--- config.mk ---
export PLATFORM = sky130hd
export DESIGN_NAME = arb5_rr
export DESIGN_NICKNAME = d
export VERILOG_FILES = /design/src/rtl/arb5_rr.sv
export SDC_FILE = /design/constraint.sdc
export NUM_CORES = 1
export LEC_CHECK = 0
export CAP_MARGIN = 20
export CORE_MARGIN = 5
export CORE_UTILIZATION = 55
export CTS_BUF_LIST = sky130_fd_sc_hd__clkbuf_8 sky130_fd_sc_hd__clkbuf_16
export CTS_CLUSTER_DIAMETER = 100
export DETAILED_ROUTE_END_ITERATION = 8
export PLACE_DENSITY = 0.76
export REMOVE_ABC_BUFFERS = 1
export SLEW_MARGIN = 0
export SYNTH_ARGS = -nofsm -noshare
export SYNTH_HDL_FRONTEND = slang
export SYNTH_SLANG_ARGS = --single-unit
--- constraint.sdc ---
create_clock -name clk -period 4.48 [get_ports clk]
set_input_delay 0.448 -clock clk [delete_from_list [all_inputs] [get_ports clk]]
set_output_delay 0.448 -clock clk [all_outputs]
set_load 0.01 [all_outputs]
--- src/rtl/arb5_rr.sv ---
`default_nettype none
// ============================================================================
//  Module   : arb5_rr
//  Purpose  : Round-robin arbiter/sequencer sharing one 5-input datapath
//             resource. Produces a registered one-hot mux select and holds
//             each grant until ack, owner withdrawal, or timeout.
//  Ports    : clk         - rising-edge clock
//             rst         - synchronous active-high reset
//             req[4:0]    - level-sensitive requests, bit i = requester i
//             ack         - current transaction complete (ignored when idle)
//             grant[4:0]  - registered one-hot select, 0 when idle
//             busy        - registered, high while a grant is held
//             owner[2:0]  - registered index of current/most recent owner
//             timeout_err - registered one-cycle pulse after forced release
//  Revision : 1.0 - initial release
// ============================================================================
module arb5_rr #(
    parameter int TIMEOUT = 16
) (
    input  logic       clk,
    input  logic       rst,
    input  logic [4:0] req,
    input  logic       ack,
    output logic [4:0] grant,
    output logic       busy,
    output logic [2:0] owner,
    output logic       timeout_err
);

    // Last count value before a forced release; unused when TIMEOUT is 0.
    localparam logic [7:0] c_to_last = (TIMEOUT == 0) ? 8'd0 : 8'(TIMEOUT - 1);
    localparam bit         c_to_en   = (TIMEOUT != 0);

    typedef enum logic [0:0] {
        ST_IDLE = 1'b0,
        ST_OWN  = 1'b1
    } state_t;

    state_t     r_state, w_state_nxt;
    logic [2:0] r_ptr, w_ptr_nxt;
    logic [7:0] r_cnt, w_cnt_nxt;
    logic [4:0] r_grant, w_grant_nxt;
    logic [2:0] r_owner, w_owner_nxt;
    logic       r_busy, w_busy_nxt;
    logic       r_terr, w_terr_nxt;

    logic       w_to_hit;
    logic       w_release;
    logic [2:0] w_base;
    logic [3:0] w_pick;     // {found, index}

    // Index following i in the cyclic order 0..4.
    function automatic logic [2:0] f_next(input logic [2:0] i);
        return (i == 3'd4) ? 3'd0 : i + 3'd1;
    endfunction

    // First requester at or after base, cyclically. Scanning offsets from
    // farthest to nearest lets the nearest hit overwrite the result.
    function automatic logic [3:0] f_pick(input logic [4:0] rq, input logic [2:0] base);
        logic [3:0] res;
        logic [3:0] sum;
        res = 4'b0000;
        for (int k = 4; k >= 0; k--) begin
            sum = {1'b0, base} + 4'(k);
            if (sum >= 4'd5) begin
                sum = sum - 4'd5;
            end
            if (rq[sum[2:0]]) begin
                res = {1'b1, sum[2:0]};
            end
        end
        return res;
    endfunction

    assign w_to_hit  = c_to_en && (r_cnt == c_to_last);
    assign w_release = ack | ~req[r_owner] | w_to_hit;

    // On hand-over the search starts just past the releasing owner, so the
    // old owner is still eligible but at lowest priority.
    assign w_base = (r_state == ST_OWN) ? f_next(r_owner) : r_ptr;
    assign w_pick = f_pick(req, w_base);

    always_comb begin
        w_state_nxt = r_state;
        w_ptr_nxt   = r_ptr;
        w_cnt_nxt   = r_cnt;
        w_grant_nxt = r_grant;
        w_owner_nxt = r_owner;
        w_terr_nxt  = 1'b0;

        case (r_state)
            ST_IDLE: begin
                if (w_pick[3]) begin
                    w_state_nxt = ST_OWN;
                    w_grant_nxt = 5'd1 << w_pick[2:0];
                    w_owner_nxt = w_pick[2:0];
                    w_cnt_nxt   = 8'd0;
                end
            end
            ST_OWN: begin
                if (w_release) begin
                    w_ptr_nxt  = f_next(r_owner);
                    // ack wins over a simultaneous timeout.
                    w_terr_nxt = w_to_hit & ~ack;
                    if (w_pick[3]) begin
                        w_grant_nxt = 5'd1 << w_pick[2:0];
                        w_owner_nxt = w_pick[2:0];
                        w_cnt_nxt   = 8'd0;
                    end else begin
                        w_state_nxt = ST_IDLE;
                        w_grant_nxt = 5'd0;
                    end
                end else begin
                    w_cnt_nxt = r_cnt + 8'd1;
                end
            end
            default: begin
                w_state_nxt = ST_IDLE;
                w_grant_nxt = 5'd0;
            end
        endcase

        w_busy_nxt = (w_state_nxt == ST_OWN);
    end

    always_ff @(posedge clk) begin
        if (rst) begin
            r_state <= ST_IDLE;
            r_ptr   <= 3'd0;
            r_cnt   <= 8'd0;
            r_grant <= 5'd0;
            r_owner <= 3'd0;
            r_busy  <= 1'b0;
            r_terr  <= 1'b0;
        end else begin
            r_state <= w_state_nxt;
            r_ptr   <= w_ptr_nxt;
            r_cnt   <= w_cnt_nxt;
            r_grant <= w_grant_nxt;
            r_owner <= w_owner_nxt;
            r_busy  <= w_busy_nxt;
            r_terr  <= w_terr_nxt;
        end
    end

    assign grant       = r_grant;
    assign busy        = r_busy;
    assign owner       = r_owner;
    assign timeout_err = r_terr;

endmodule
`default_nettype wire

==> flow_metrics.py <==
metrics = {
    "run_status": {
        "outcome": "finished clean",
    },
    "synth": {
        "syn_area_per_cell_um2": 7.84,
        "synthXorXnorAreaFrac": 0.0262,
        "synth_top_family_by_area": "compound AO/OA/AOI/OAI gates",
        "ys_seq_area_frac": 0.184,
        "yosys-mux-area-fraction": 0.0749,
        "synth_compound_area_frac": 0.315,
        "ys_ff_latch": 21,
        "synth.top_cell.area_share": 0.184,
        "synth_area_leaders": "dfxtp_1 (18%), a21oi_1 (5.9%), nand2_1 (5.6%)",
        "ys.flop_type": "dfxtp_1",
        "ys_warn_count": 0,
        "synthAdderAreaFrac": 0.0546,
        "yosys.area.top_type": "dfxtp_1",
        "synth_cell_types": 79,
        "synthSimpleGateAreaFrac": 0.285,
        "async_flop_share": 0,
        "synth_area_mm2": 0.00229,
        "synth_edf_count": 0,
        "synthCells": 292,
    },
    "layout": {
        "drive_above_1_share": 0.133,
        "final_nets": 319,
        "final_core_util": 0.629,
        "n_antenna_cell": 0,
        "areaGrowthSynthToFinish_pct": 10.7,
    },
    "clock_tree": {
        "path_clk_slew_ps": 70,
        "cts_root_buf": "clkbuf_8",
        "h-tree-depth": 1,
        "cts_tree": "built",
        "cts_hold_buf": 0,
        "cts.sinks": 21,
        "cts.path.max_buffers": 2,
        "clock_latency_ps": 260,
        "cts_buffers": 3,
    },
    "hold_path": {
        "hp-class": "register to register",
    },
    "sta": {
        "slew_headroom": 0.477,
        "max_freq_ghz": 0.238,
        "finalSetupViolCount": 0,
        "hold_viol": 0,
        "finalSetupTns_ps": 0,
        "worst_pin_slew_ps": 782,
        "slew_viol_final": 0,
        "clock_skew_ps": 2.67,
        "timing.final.ws_setup_ps": 284,
        "finalCritPeriodShare": 0.937,
        "rsz0062_at_grt": "no",
        "min_period_ps": 4200,
    },
    "route": {
        "wl_um": 6230,
        "antenna_left": 0,
        "drc_errors": 0,
        "drt_iter0_markers": 205,
        "dr.pass1.iters": 5,
        "avgViaCountPerCell": 6.67,
        "num_vias": 2333,
        "wl_per_cell_um": 17.8,
    },
    "global_route": {
        "grt_pass1_wl_um": 10100,
        "antenna_found_initial": 0,
        "globalRouteOverflowTotal": 0,
        "grtUsageTotal": 0.230,
        "grt_max_degree": 22,
        "first_global_vias": 2082,
    },
    "placement": {
        "numPortBuffers": 17,
        "hpwl_um": 4760,
        "dp_slack_ps": 144,
        "gp_congestion": 1.04,
    },
    "floorplan": {
        "rows": 23,
        "die_w_um": 74.5,
        "die_y_um": 74.5,
        "start_util": 0.568,
        "core_mm2": 0.00403,
        "ios": 18,
        "die_area_mm2": 0.00555,
    },
    "setup_path": {
        "cpPeakStageDelay_ps": 490,
        "cp-start-kind": "register",
        "slowest_stage": "dfxtp_1",
        "crit_top_cell": "ha_1",
        "cp_num_buf_inv": 1,
        "cp-end-kind": "register",
        "arrival_ps": 4350,
        "crit_type": "register to register",
        "required_ps": 4630,
        "worstPathCellList": "inv_1, ha_1, a21o_1, o21ai_4, ha_1, o21ai_0, a31oi_2, nor3_2, or3_1, a311oi_4, a311oi_1, and2_2, nor2_2, a211oi_2, o2bb2ai_1",
        "crit_fanout": 15,
        "crit_family": "compound AO/OA/AOI/OAI gates",
    },
    "flow_run": {
        "maxCapViolCount": 0,
    },
}
[what timing repair did]
action | CTS | global route
resized for setup | 0 | 7
buffers inserted | 0 | 0
endpoints found under the setup margin | 0 | 12
[worst register-to-register path: stages, from the launching register on]
cell       delay, ps
dfxtp_1          490
inv_1             80
ha_1             240
a21o_1           250
o21ai_4          400
ha_1             350
o21ai_0          170
a31oi_2          270
nor3_2           120
or3_1            370
a311oi_4         430
a311oi_1         120
and2_2           260
nor2_2           270
a211oi_2         100
o2bb2ai_1        160
[cells by family after synthesis]
logic type,count (synthesis)
muxes,12
buffers and inverters,30
AOI/OAI and AO/OA,97
DFF,21
adders and majority gates,10
xor gates and xnor gates,6
and+or+nand+nor,116
[synthesized netlist by cell type (all sizes together), types with 3 or more instances]
master / instances
buf: 9
nor3: 10
or3: 7
a21o: 3
o32ai: 3
o21ai: 14
mux2i: 7
dfxtp: 21
nor2: 17
mux4: 4
clkbuf: 8
nand3b: 3
xnor2: 4
nor2b: 4
inv: 11
and2: 4
nand4: 6
ha: 10
a21oi: 28
o211ai: 9
nand3: 11
a31oi: 5
nand2b: 6
nand2: 34
a2111oi: 4
a21bo: 5
[per-stage QoR]
stage          area [µm²]  hold WS, ps  std cells
3_5_place_dp         2470          456        346
2_1_floorplan        2200          428        275
5_1_grt              2530          481        350
3_3_place_gp         2470          448        346
6_report             2530          465        350
4_1_cts              2510          467        350
[registers in the layout (all words and copies together) (netlist names)]
| signal | flops |
|---|---|
| busy | 1 |
| grant | 5 |
| r_cnt | 8 |
| timeout_err | 1 |
| owner | 3 |
| r_ptr | 3 |
[final timing paths]
| path | start | end | slack (ps) | cells past startpoint |
|---|---|---|---|---|
| setup / recovery | owner[0] | grant[2] | 280 | 15 |
| hold / removal | r_ptr[1] | r_ptr[1] | 470 | 2 |
| setup reg to reg | owner[0] | grant[2] | 280 | 15 |
| hold reg to reg | r_ptr[1] | r_ptr[1] | 470 | 2 |
[routing by layer]
metal,vias up,global-route usage,part of all wire
li1,1124,-,-
met1,1065,0.337,0.45
met2,127,0.358,0.44
met3,17,0.0324,0.090
met4,0,0.0455,0.020
met5,-,0,0
[cells in the final DEF, fill, tap and decap left out, drive strengths merged, types with 10 or more instances in the layout]
cell type | synthesis | layout
a21oi | 28 | 28
inv | 11 | 12
nor3 | 10 | 10
clkdlybuf4s50 | 0 | 17
nand3 | 11 | 11
dfxtp | 21 | 21
nor2 | 17 | 17
o21ai | 14 | 14
ha | 10 | 10
nand2 | 34 | 34
[cell type report]
| class | count | area [µm²] |
|---|---|---|
| flip-flops and latches | 21 | 420 |
| well taps | 50 | 62.6 |
| clock inverters | 1 | 3.75 |
| repair buffers | 21 | 200 |
| inverters | 13 | 56.3 |
| multi-input cells | 241 | 1750 |
| fillers | 370 | 1500 |
| clock buffers | 3 | 41.3 |
Power is not shown: default switching activity piles up to over one toggle a cycle in this logic, so the estimate is an artifact.
